[src/rtl/mac_seq_pkg.sv]
// mac_seq_pkg
// Shared types and helpers for the dot-product MAC sequencer.
//   state_t   : sequencer FSM states
//   tag_t     : per-term marker carried alongside the BRAM/DSP pipeline
//   OUT_MAX   : saturation ceiling of the 16-bit result
//   ACC_W_MAX : widest accumulator the saturation helper accepts
//   sat16     : clamps a zero-extended sum to 16 bits

package mac_seq_pkg;

   typedef enum logic [1:0] {
      IDLE  = 2'd0,
      ISSUE = 2'd1,
      DRAIN = 2'd2,
      DONE  = 2'd3
   } state_t;

   // valid marks a real term in flight, last marks the final term of a request.
   typedef struct packed {
      logic valid;
      logic last;
   } tag_t;

   localparam logic [15:0] OUT_MAX   = 16'hFFFF;
   localparam int          ACC_W_MAX = 32;

   // Callers zero-extend their accumulator (ACC_W bits) to ACC_W_MAX before calling.
   // Any set bit above bit 15 means the sum no longer fits, so clamp to OUT_MAX.
   function automatic logic [15:0] sat16(input logic [ACC_W_MAX-1:0] sum);
      if (|sum[ACC_W_MAX-1:16]) begin
         return OUT_MAX;
      end
      return sum[15:0];
   endfunction

endpackage

[src/rtl/mac_tag_pipe.sv]
// mac_tag_pipe
// D-stage shift register of tags that travels in lock-step with the BRAM read,
// the operand register and the DSP pipeline, so the sequencer knows exactly
// when operand data is valid and when a product appears on P.
// Ports:
//   clk         : system clock
//   rst         : synchronous active-high reset, clears every stage
//   tagIn_i     : tag entering stage 0 (one per issued read)
//   dataValid_o : valid bit of stage DATA_STAGE (BRAM data present this cycle)
//   exitTag_o   : tag in the final stage (its product is on P this cycle)

module mac_tag_pipe
   import mac_seq_pkg::*;
#(
   parameter int D          = 5,
   parameter int DATA_STAGE = 0
) (
   input  logic clk,
   input  logic rst,
   input  tag_t tagIn_i,
   output logic dataValid_o,
   output tag_t exitTag_o
);

   tag_t [D-1:0] pipe_q;

   // Plain shift: stage 0 takes the new tag, every other stage takes its
   // predecessor. Clearing on reset drops any request that was in flight.
   always_ff @(posedge clk) begin
      if (rst) begin
         pipe_q <= '0;
      end else begin
         pipe_q[0] <= tagIn_i;
         for (int i = 1; i < D; i++) begin
            pipe_q[i] <= pipe_q[i-1];
         end
      end
   end

   assign dataValid_o = pipe_q[DATA_STAGE].valid;
   assign exitTag_o   = pipe_q[D-1];

endmodule

[src/rtl/mac_dot_seq.sv]
// mac_dot_seq
// Sequences the shared 8x8 DSP MAC macro to compute one unsigned dot product
// plus bias per request. Activation/weight pairs are read from two single-port
// BRAMs at base+k (wrapping), registered into the DSP A/B inputs, and the P
// output is accumulated as each term's tag leaves the tag pipe. The result is
// saturated to 16 bits and returned over a valid/ready handshake.
// Ports:
//   clk, rst            : clock, synchronous active-high reset
//   start               : request pulse, only looked at in IDLE
//   len                 : number of terms N (0..2^ADDR_W)
//   act_base, wgt_base  : BRAM base addresses
//   bias                : unsigned bias added to the sum
//   busy                : high whenever not IDLE
//   rd_en               : read enable for both BRAMs
//   act_addr, wgt_addr  : BRAM read addresses
//   act_data, wgt_data  : BRAM read data (registered output)
//   mac_a, mac_b        : DSP A/B operands
//   mac_c, mac_carryin  : DSP C/CARRYIN, tied to zero so P = A*B
//   mac_p               : DSP P result
//   out_valid, out_ready: result handshake
//   out_data            : saturated 16-bit result

module mac_dot_seq
   import mac_seq_pkg::*;
#(
   parameter int ADDR_W      = 8,
   parameter int ACC_W       = 24,
   parameter int MAC_LATENCY = 3,
   parameter int RD_LATENCY  = 1
) (
   input  logic              clk,
   input  logic              rst,
   input  logic              start,
   input  logic [ADDR_W:0]   len,
   input  logic [ADDR_W-1:0] act_base,
   input  logic [ADDR_W-1:0] wgt_base,
   input  logic [15:0]       bias,
   output logic              busy,
   output logic              rd_en,
   output logic [ADDR_W-1:0] act_addr,
   output logic [ADDR_W-1:0] wgt_addr,
   input  logic [7:0]        act_data,
   input  logic [7:0]        wgt_data,
   output logic [7:0]        mac_a,
   output logic [7:0]        mac_b,
   output logic [15:0]       mac_c,
   output logic              mac_carryin,
   input  logic [15:0]       mac_p,
   output logic              out_valid,
   input  logic              out_ready,
   output logic [15:0]       out_data
);

   // Tag pipe depth: BRAM read, operand register, then the DSP stages.
   // ACC_W must be at least 16+ADDR_W (no accumulator wrap) and at most
   // ACC_W_MAX (width taken by sat16).
   localparam int D          = RD_LATENCY + 1 + MAC_LATENCY;
   localparam int DATA_STAGE = RD_LATENCY - 1;

   localparam logic [ADDR_W:0]   CNT_ONE  = {{ADDR_W{1'b0}}, 1'b1};
   localparam logic [ADDR_W-1:0] ADDR_ONE = {{(ADDR_W-1){1'b0}}, 1'b1};

   state_t              state_q, state_d;
   logic [ADDR_W:0]     len_q, cnt_q;
   logic [ADDR_W-1:0]   actAddr_q, wgtAddr_q;
   logic [15:0]         bias_q, outData_q;
   logic [7:0]          macA_q, macB_q;
   logic [ACC_W-1:0]    acc_q, accNext;
   logic                settled_q;
   logic [ACC_W_MAX-1:0] sumWide;

   logic                startAccept, issueLast, lastExit;
   logic                busyInt, rdEnInt, outValid;
   logic                dataValid;
   tag_t                tagIn, exitTag;

   // A request is taken only in IDLE; start in any other state is ignored.
   assign startAccept = (state_q == IDLE) && start;

   // The issue cycle whose term index is N-1 is the last read of the request.
   assign issueLast = (state_q == ISSUE) && ((cnt_q + CNT_ONE) == len_q);

   // The final term's product is on P this cycle.
   assign lastExit = exitTag.valid && exitTag.last;

   // FSM state register.
   always_ff @(posedge clk) begin
      if (rst) begin
         state_q <= IDLE;
      end else begin
         state_q <= state_d;
      end
   end

   // FSM next-state logic. A zero-length request skips straight to DONE with
   // the bias as its result; otherwise we issue N reads, drain the pipe until
   // the last product is absorbed, and hold the result until it is taken.
   always_comb begin
      state_d = state_q;
      case (state_q)
         IDLE: begin
            if (start) begin
               state_d = (len == '0) ? DONE : ISSUE;
            end
         end
         ISSUE: begin
            if (issueLast) begin
               state_d = DRAIN;
            end
         end
         DRAIN: begin
            if (lastExit) begin
               state_d = DONE;
            end
         end
         DONE: begin
            if (outValid && out_ready) begin
               state_d = IDLE;
            end
         end
         default: state_d = IDLE;
      endcase
   end

   // FSM outputs. out_valid waits one cycle after entering DONE (settled_q)
   // so the result register is presented with registered timing.
   always_comb begin
      busyInt  = (state_q != IDLE);
      rdEnInt  = (state_q == ISSUE);
      outValid = (state_q == DONE) && settled_q;
   end

   // Every issued read launches a tag; the last read carries the last flag.
   always_comb begin
      tagIn       = '0;
      tagIn.valid = rdEnInt;
      tagIn.last  = issueLast;
   end

   mac_tag_pipe #(
      .D          (D),
      .DATA_STAGE (DATA_STAGE)
   ) u_tagPipe (
      .clk         (clk),
      .rst         (rst),
      .tagIn_i     (tagIn),
      .dataValid_o (dataValid),
      .exitTag_o   (exitTag)
   );

   // Request registers, term counter and read addresses. Addresses advance
   // once per issued read and wrap naturally at 2^ADDR_W.
   always_ff @(posedge clk) begin
      if (rst) begin
         len_q     <= '0;
         bias_q    <= '0;
         cnt_q     <= '0;
         actAddr_q <= '0;
         wgtAddr_q <= '0;
      end else if (startAccept) begin
         len_q     <= len;
         bias_q    <= bias;
         cnt_q     <= '0;
         actAddr_q <= act_base;
         wgtAddr_q <= wgt_base;
      end else if (rdEnInt) begin
         cnt_q     <= cnt_q + CNT_ONE;
         actAddr_q <= actAddr_q + ADDR_ONE;
         wgtAddr_q <= wgtAddr_q + ADDR_ONE;
      end
   end

   // Operand registers feeding DSP A/B. They capture BRAM data only while a
   // valid term sits at the data stage and otherwise return to zero, so the
   // DSP sees quiet inputs between requests.
   always_ff @(posedge clk) begin
      if (rst) begin
         macA_q <= '0;
         macB_q <= '0;
      end else if (dataValid) begin
         macA_q <= act_data;
         macB_q <= wgt_data;
      end else begin
         macA_q <= '0;
         macB_q <= '0;
      end
   end

   // P is only meaningful when a valid tag is leaving the pipe.
   always_comb begin
      accNext = acc_q;
      if (exitTag.valid) begin
         accNext = acc_q + {{(ACC_W-16){1'b0}}, mac_p};
      end
   end

   // Accumulator: cleared at request accept, absorbs each product as it exits.
   always_ff @(posedge clk) begin
      if (rst) begin
         acc_q <= '0;
      end else if (startAccept) begin
         acc_q <= '0;
      end else begin
         acc_q <= accNext;
      end
   end

   // Sum including the product exiting this cycle, so the result can be
   // captured on the same edge the last product is absorbed.
   assign sumWide = ACC_W_MAX'(accNext) + ACC_W_MAX'(bias_q);

   // Result register and the one-cycle settle flag behind out_valid. The
   // result is held unchanged for as long as the consumer stalls.
   always_ff @(posedge clk) begin
      if (rst) begin
         outData_q <= '0;
         settled_q <= 1'b0;
      end else begin
         settled_q <= (state_q == DONE) && (state_d == DONE);
         if (startAccept && (len == '0)) begin
            outData_q <= bias;
         end else if ((state_q == DRAIN) && lastExit) begin
            outData_q <= sat16(sumWide);
         end
      end
   end

   assign busy        = busyInt;
   assign rd_en       = rdEnInt;
   assign act_addr    = actAddr_q;
   assign wgt_addr    = wgtAddr_q;
   assign mac_a       = macA_q;
   assign mac_b       = macB_q;
   assign mac_c       = 16'h0000;
   assign mac_carryin = 1'b0;
   assign out_valid   = outValid;
   assign out_data    = outData_q;

endmodule
[config.mk]
export PLATFORM = sky130hd
export DESIGN_NAME = mac_dot_seq
export DESIGN_NICKNAME = d
export VERILOG_FILES = /design/src/rtl/mac_seq_pkg.sv /design/src/rtl/mac_tag_pipe.sv /design/src/rtl/mac_dot_seq.sv
export SDC_FILE = /design/constraint.sdc
export NUM_CORES = 1
export LEC_CHECK = 0
export CORE_MARGIN = 1
export CORE_UTILIZATION = 52
export DETAILED_ROUTE_END_ITERATION = 7
export HOLD_SLACK_MARGIN = 0.08
export PLACE_DENSITY_LB_ADDON = 0.15
export SLEW_MARGIN = 40
export SYNTH_ARGS = -nofsm -noshare
export SYNTH_HDL_FRONTEND = slang
export SYNTH_SLANG_ARGS = --single-unit
[constraint.sdc]
create_clock -name clk -period 5.87 [get_ports clk]
set_input_delay 0.587 -clock clk [delete_from_list [all_inputs] [get_ports clk]]
set_output_delay 0.587 -clock clk [all_outputs]
set_load 0.03 [all_outputs]
==> results.sh, run 1 <==
export IMPL_status="complete, no violations"
export IMPL_startpoint="mac_p[1]"
export IMPL_final_util_pct=70.3
export IMPL_grt_usage_pct=29.2
export IMPL_dr_wl_met3_mm=1.63
export IMPL_dr_max_layer_used="met4"
export IMPL_worstReg2RegEnd="out_data[1]"
export IMPL_rsz0062_at_grt="false"
export IMPL_worst_pin_slew_ns=0.705
export IMPL_arrival_ns=5.76
export IMPL_die_w_um=117
export IMPL_cts_buffer_depth=2
export IMPL_grt_max_degree=59
export IMPL_r2r_start="acc_q[4]"
export IMPL_synth_cell_types=70
export IMPL_syn_inst=835
export IMPL_min_period_ns=5.46
export IMPL_hp_class="register to register"
export IMPL_seqPwrFrac_pct=38.9
export IMPL_cts_tree="yes"
export IMPL_cp_max_fo=6
export IMPL_fillers=1028
export IMPL_r2r_cells=18
export IMPL_drt_met1_wl_mm=8.11
export IMPL_skew_ns=0.00836
export IMPL_yosys_warnings=0
export IMPL_clock_fmax_ghz=0.183
export IMPL_synth_area_top_cells="dfxtp_1 (35%), ha_1 (6.4%), nand2_1 (5.7%)"
export IMPL_rows=41
export IMPL_grt_pass1_vias=6555
export IMPL_place_hpwl_mm=14.2
export IMPL_drc=0
export IMPL_ir_worst_vdd_v=0.000209
export IMPL_p_leak_nw=3.57
export IMPL_io_pins=145
export IMPL_total_power_mw=2.23
export IMPL_relSlewSlack_pct=52.7
export IMPL_post_cts_buffers=0
export IMPL_period_share_pct=93.0
export IMPL_p_comb_share_pct=15.6
export IMPL_cts_root_buf="clkbuf_16"
export IMPL_routed_wl_mm=19.2
export IMPL_p_int_mw=1.63
export IMPL_grt_pass1_wl_mm=30.8
export IMPL_num_vias=6696
export IMPL_finalHoldViolCount=0
export IMPL_clk_pin_slew_worst_paths_ns=0.05
export IMPL_synth_most_common_cell="dfxtp_1"
export IMPL_netlist_area_mm2=0.00689
export IMPL_cts_buffers=17
export IMPL_antenna_left=0
export IMPL_avgSynthCellArea_um2=8.25
export IMPL_h_tree_depth=4
export IMPL_synth_top_flop_cell="dfxtp_1"
export IMPL_die_h_um=117
export IMPL_syn2layout_area_growth_pct=30.4
export IMPL_power_density_mw_per_mm2=248
export IMPL_cp_end_kind="register"
export IMPL_grt_ovfl_total=0
export IMPL_die_area_mm2=0.0137
export IMPL_place_gp_congestion=0.953
export IMPL_antenna_found_initial=0
export IMPL_start_util_pct=53.9
export IMPL_yosysTopAreaCell="dfxtp_1"
export IMPL_drive_gt1_share_pct=9.75
export IMPL_cp_required_ns=6.17
export IMPL_portBuffers=127
export IMPL_yosysSeqAreaShare_pct=34.6
export IMPL_first_pass_iters=7
export IMPL_worstSetupPathType="input port to register"
export IMPL_num_antenna_cells=0
export IMPL_endpoint="out_data[1]"
export IMPL_wl_met2_mm=8.79
export IMPL_cts_sinks=119
export IMPL_setup_violations=0
export IMPL_p_sw_mw=0.608
export IMPL_sw_frac_of_total_pct=27.2
export IMPL_drv_cap=0
export IMPL_clkPwrFrac_pct=45.5
export IMPL_report_final_slew_viol_count=0
export IMPL_start_kind="input port"
export IMPL_drt_iter0_drc=619
export IMPL_ys_top_cells_by_count="dfxtp_1 (119), nand2_1 (104), a21oi_1 (70), nor2_1 (70), o21ai_0 (42)"
export IMPL_ys_ff_latch=119
export IMPL_async_flop_share_pct=0
export IMPL_final_net_count=1087
export IMPL_rrSetupSlack_ns=0.73
export IMPL_worstSkewPairLatency_ns=0.42
export IMPL_wl_per_cell_um=16.6
export IMPL_vias_per_cell=5.79
export IMPL_yosys_area_top_type_share_pct=34.6
export IMPL_core_area_mm2=0.0128
export IMPL_synth_edf_count=0
how the worst min path moves through the flow:
stage / startpoint / endpoint / slack [ns] / depth (start not counted)
floorplan: u_tagPipe.pipe_q[6] / u_tagPipe.exitTag_o[0] / 0.41 / 1
global placement: u_tagPipe.pipe_q[7] / u_tagPipe.exitTag_o[1] / 0.42 / 1
detailed placement: u_tagPipe.pipe_q[2] / u_tagPipe.pipe_q[4] / 0.42 / 1
CTS: u_tagPipe.pipe_q[2] / u_tagPipe.pipe_q[4] / 0.43 / 1
global route: u_tagPipe.pipe_q[3] / u_tagPipe.pipe_q[5] / 0.46 / 1
finish: u_tagPipe.pipe_q[2] / u_tagPipe.pipe_q[4] / 0.43 / 1
power by group through the flow:
stage,Clock (mW),Sequential [mW],Combinational [mW]
after detailed placement,0,0.884,0.341
final,1.02,0.868,0.348
after CTS,1.03,0.868,0.344
after global routing,1.06,0.873,0.376
after global placement,0,0.883,0.332
after floorplan,0,0.905,0.187
area by class of cell:
class / count / area (um^2) / share of cell area [%]
Sequential cell: 119 / 2380 / 26.5
Clock buffer: 20 / 447 / 4.97
Inverter: 8 / 30.0 / 0.334
Clock inverter: 11 / 125 / 1.39
Tap cell: 172 / 215 / 2.39
Timing Repair Buffer: 162 / 1530 / 17.1
Multi-Input combinational cell: 665 / 4250 / 47.3
stage by stage:
step | hold WS, ns | TNS, ns | worst slack (ns) | std cells | area, um^2
final | 0.432 | 0 | 0.410 | 1157 | 8990
after global routing | 0.462 | 0 | 0.00412 | 1157 | 8990
after CTS | 0.433 | 0 | 0.272 | 1157 | 8970
after detailed placement | 0.420 | -0.429 | -0.110 | 1126 | 8400
after global placement | 0.418 | 0 | 0.00298 | 1125 | 8380
after floorplan | 0.414 | 0 | 0.421 | 851 | 6950
worst max-delay path: stages:
cell	delay, ns
clkdlybuf4s50_1	0.46
ha_1	0.31
a21oi_1	0.07
nand3b_1	0.25
a2111oi_4	0.58
nor2_1	0.10
xnor2_1	0.14
mux2_2	0.28
ha_1	0.30
a211oi_1	0.27
nor2_1	0.10
nor4_1	0.21
o21ai_0	0.15
a21oi_1	0.18
or3b_2	0.47
a2111oi_2	0.36
a2bb2oi_1	0.13
or3_4	0.45
a221o_1	0.35
flip-flops by register name, indices dropped and copies added, names as in the netlist, 9 cells and up:
name      cells
cnt_q         9
bias_q       16
len_q         9
acc_q        24
out_data     16
cell usage in the layout, fill, tap and decap left out, drive strengths merged, types with 5 or more instances in the layout:
master | synthesis | layout
xor2 | 17 | 17
and2 | 25 | 25
nor2 | 70 | 70
o21bai | 5 | 5
clkdlybuf4s50 | 0 | 126
and3 | 8 | 8
nand2 | 104 | 104
xnor2 | 41 | 41
nand3 | 13 | 13
clkbuf | 32 | 20
dfxtp | 119 | 119
o21a | 9 | 9
a21o | 11 | 11
buf | 27 | 36
clkinvlp | 0 | 5
nor4 | 17 | 17
mux2 | 14 | 14
a221oi | 6 | 6
o211ai | 5 | 5
a211oi | 20 | 20
nor3 | 14 | 14
nand2b | 7 | 7
nand4 | 14 | 14
inv | 7 | 9
a21oi | 71 | 71
ha | 35 | 35
conb | 1 | 17
o21ai | 44 | 44
nor2b | 28 | 28
layer usage:
layer / global-route usage, % / vias up
li1: - / 3226
met1: 35.0 / 3110
met2: 47.1 / 300
met3: 9.37 / 60
met4: 14.6 / 0
met5: 0 / -
timing repair:
item | in CTS | in global routing
resized for setup | 0 | 2
hold buffers | 0 | 0
endpoints found under the hold margin | 0 | 0
endpoints found under the setup margin | 0 | 11
cells by family after synthesis:
family | after synthesis | synth area share [%]
and+or+nand+nor | 323 | 23.2
AOI/OAI and AO/OA | 213 | 20.3
DFF | 119 | 34.6
buffers and inverters | 67 | 4.81
xor gates and xnor gates | 58 | 7.37
adders and majority gates | 37 | 6.94
muxes | 17 | 2.72
other | 1 | 0.0544
Power figures use the tool's default switching activity.
==> run 2, diff against run 1 <==
CORE_MARGIN = 2   (was 1)
REMOVE_ABC_BUFFERS = 1   (was unset)
==> run 2 against run 1 <==
Against the previous run: total power decreased by 2.9%; clock-buffer cell count shrank 2; sequential share of layout area barely moved; critical endpoint is now out_data[0].
==> results.sh, run 2 (synthesized netlist as in run 1, its figures left out) <==
export IMPL_first_pass_iters=5
export IMPL_p_comb_share_pct=15.9
export IMPL_portBuffers=127
export IMPL_post_cts_buffers=0
export IMPL_io_pins=145
export IMPL_num_vias=6497
export IMPL_finalNonFillerCells=1165
export IMPL_antenna_left=0
export IMPL_status="complete, no violations"
export IMPL_regMostFlops="acc_q"
export IMPL_h_tree_depth=4
export IMPL_holdWs_ns=0.435
export IMPL_drv_cap=0
export IMPL_cts_root_buf="clkbuf_16"
export IMPL_die_area_mm2=0.0142
export IMPL_wl_per_cell_um=15.6
export IMPL_grt_ovfl_total=0
export IMPL_arrival_ns=5.80
export IMPL_drive_gt1_share_pct=10.1
export IMPL_worstSetupPathType="input port to register"
export IMPL_largest_register_ffs=24
export IMPL_power_density_mw_per_mm2=241
export IMPL_report_final_slew_viol_count=0
export IMPL_cp_required_ns=6.18
export IMPL_sw_frac_of_total_pct=27.7
export IMPL_vias_per_cell=5.58
export IMPL_skew_ns=0.00774
export IMPL_cts_resized=0
export IMPL_clock_fmax_ghz=0.182
export IMPL_period_share_pct=93.7
export IMPL_clk_pin_slew_worst_paths_ns=0.06
export IMPL_worst_pin_slew_ns=0.783
export IMPL_antenna_found_initial=0
export IMPL_rsz0062_at_grt="false"
export IMPL_num_antenna_cells=0
export IMPL_die_h_um=119
export IMPL_final_util_pct=68.6
export IMPL_hp_class="register to register"
export IMPL_start_kind="input port"
export IMPL_place_gp_congestion=0.885
export IMPL_core_area_mm2=0.0131
export IMPL_dpl_worst_slack_ns=-0.104
export IMPL_grt_pass1_wl_mm=29.8
export IMPL_clkPwrFrac_pct=44.1
export IMPL_drt_iter0_drc=449
export IMPL_min_period_ns=5.50
export IMPL_relSlewSlack_pct=47.7
export IMPL_final_common_cell="clkdlybuf4s50_1"
export IMPL_p_leak_nw=3.58
export IMPL_final_net_count=1091
export IMPL_cts_buffer_depth=2
export IMPL_finalHoldViolCount=0
export IMPL_worstSkewPairLatency_ns=0.42
export IMPL_rows=42
export IMPL_cp_end_kind="register"
export IMPL_layout_common_cells="clkdlybuf4s50_1 (126), dfxtp_1 (119), nand2_1 (104), nor2_1 (69), a21oi_1 (69)"
export IMPL_dpl_cell_count=1134
export IMPL_cts_sinks=119
export IMPL_cts_tree="yes"
export IMPL_die_w_um=119
export IMPL_syn2layout_area_growth_pct=30.3
export IMPL_ir_worst_vdd_v=0.000173
export IMPL_start_util_pct=52.6
export IMPL_setup_violations=0
export IMPL_place_hpwl_mm=13.4
export IMPL_routed_wl_mm=18.2
export IMPL_p_int_mw=1.57
export IMPL_cp_max_fo=5
export IMPL_cts_buffers=17
export IMPL_grt_max_degree=59
export IMPL_grt_usage_pct=26.0
export IMPL_drc=0
export IMPL_setup_slack_ns=0.373
export IMPL_fillers=1041
export IMPL_seqPwrFrac_pct=40.0
export IMPL_rrSetupSlack_ns=0.66
export IMPL_final_setup_tns_ns=0
export IMPL_grt_pass1_vias=6293
export IMPL_cts_hold_fix_buffers=0
export IMPL_p_sw_mw=0.599
run 2: layout make-up:
class                   count  area, um^2  area share [%]
clock buffers              18         429            4.78
clock inverters            13         108            1.20
inverters                   8        30.0           0.334
multi-input cells         665        4250            47.3
flip-flops and latches    119        2380            26.5
well taps                 176         220            2.45
repair buffers            166        1560            17.4
run 2: power by group through the flow:
stage | sequential (mW) | clock, mW | combinational, mW
detailed placement | 0.883 | 0 | 0.341
global route | 0.871 | 1.00 | 0.374
CTS | 0.867 | 0.967 | 0.343
finish | 0.867 | 0.956 | 0.344
global placement | 0.882 | 0 | 0.335
floorplan | 0.906 | 0 | 0.162
run 2: final timing paths:
kind / startpoint / end / cells after the start
max: mac_p[1] / out_data[0] / 19
min: u_tagPipe.pipe_q[2] / u_tagPipe.pipe_q[4] / 1
max reg2reg: acc_q[4] / out_data[0] / 18
min reg2reg: u_tagPipe.pipe_q[2] / u_tagPipe.pipe_q[4] / 1
run 2: stage by stage:
stage               total power [mW]  area, um^2
global placement                1.22        8430
finish                          2.17        8980
floorplan                       1.07        6650
global route                    2.25        8980
CTS                             2.18        8970
detailed placement              1.22        8430
run 2: layer usage:
| layer | part of all wire [%] | vias to the layer above | track usage (%) |
|---|---|---|---|
| li1 | - | 3249 | - |
| met3 | 6.1 | 29 | 6.37 |
| met5 | 0 | - | 0 |
| met2 | 49 | 181 | 45.0 |
| met4 | 1.7 | 0 | 10.0 |
| met1 | 43 | 3038 | 30.8 |
run 2: worst max-delay path: stages:
cell and delay (ns):
clkdlybuf4s50_1 0.45, ha_1 0.30, a21oi_1 0.07, nand3b_1 0.26
a2111oi_4 0.56, nor2_1 0.10, xnor2_1 0.14, mux2_2 0.28
ha_1 0.31, a211oi_1 0.25, nor2_1 0.09, nor4_1 0.21
o21ai_0 0.16, a21oi_1 0.19, or3b_2 0.47, a2111oi_2 0.37
a2bb2oi_1 0.13, or3_1 0.50, a221o_1 0.37
==> run 3, diff against run 2 <==
CAP_MARGIN = 20   (was unset)
==> results of run 3 <==
Final layout, timing and power as in run 2 (identical DEF).
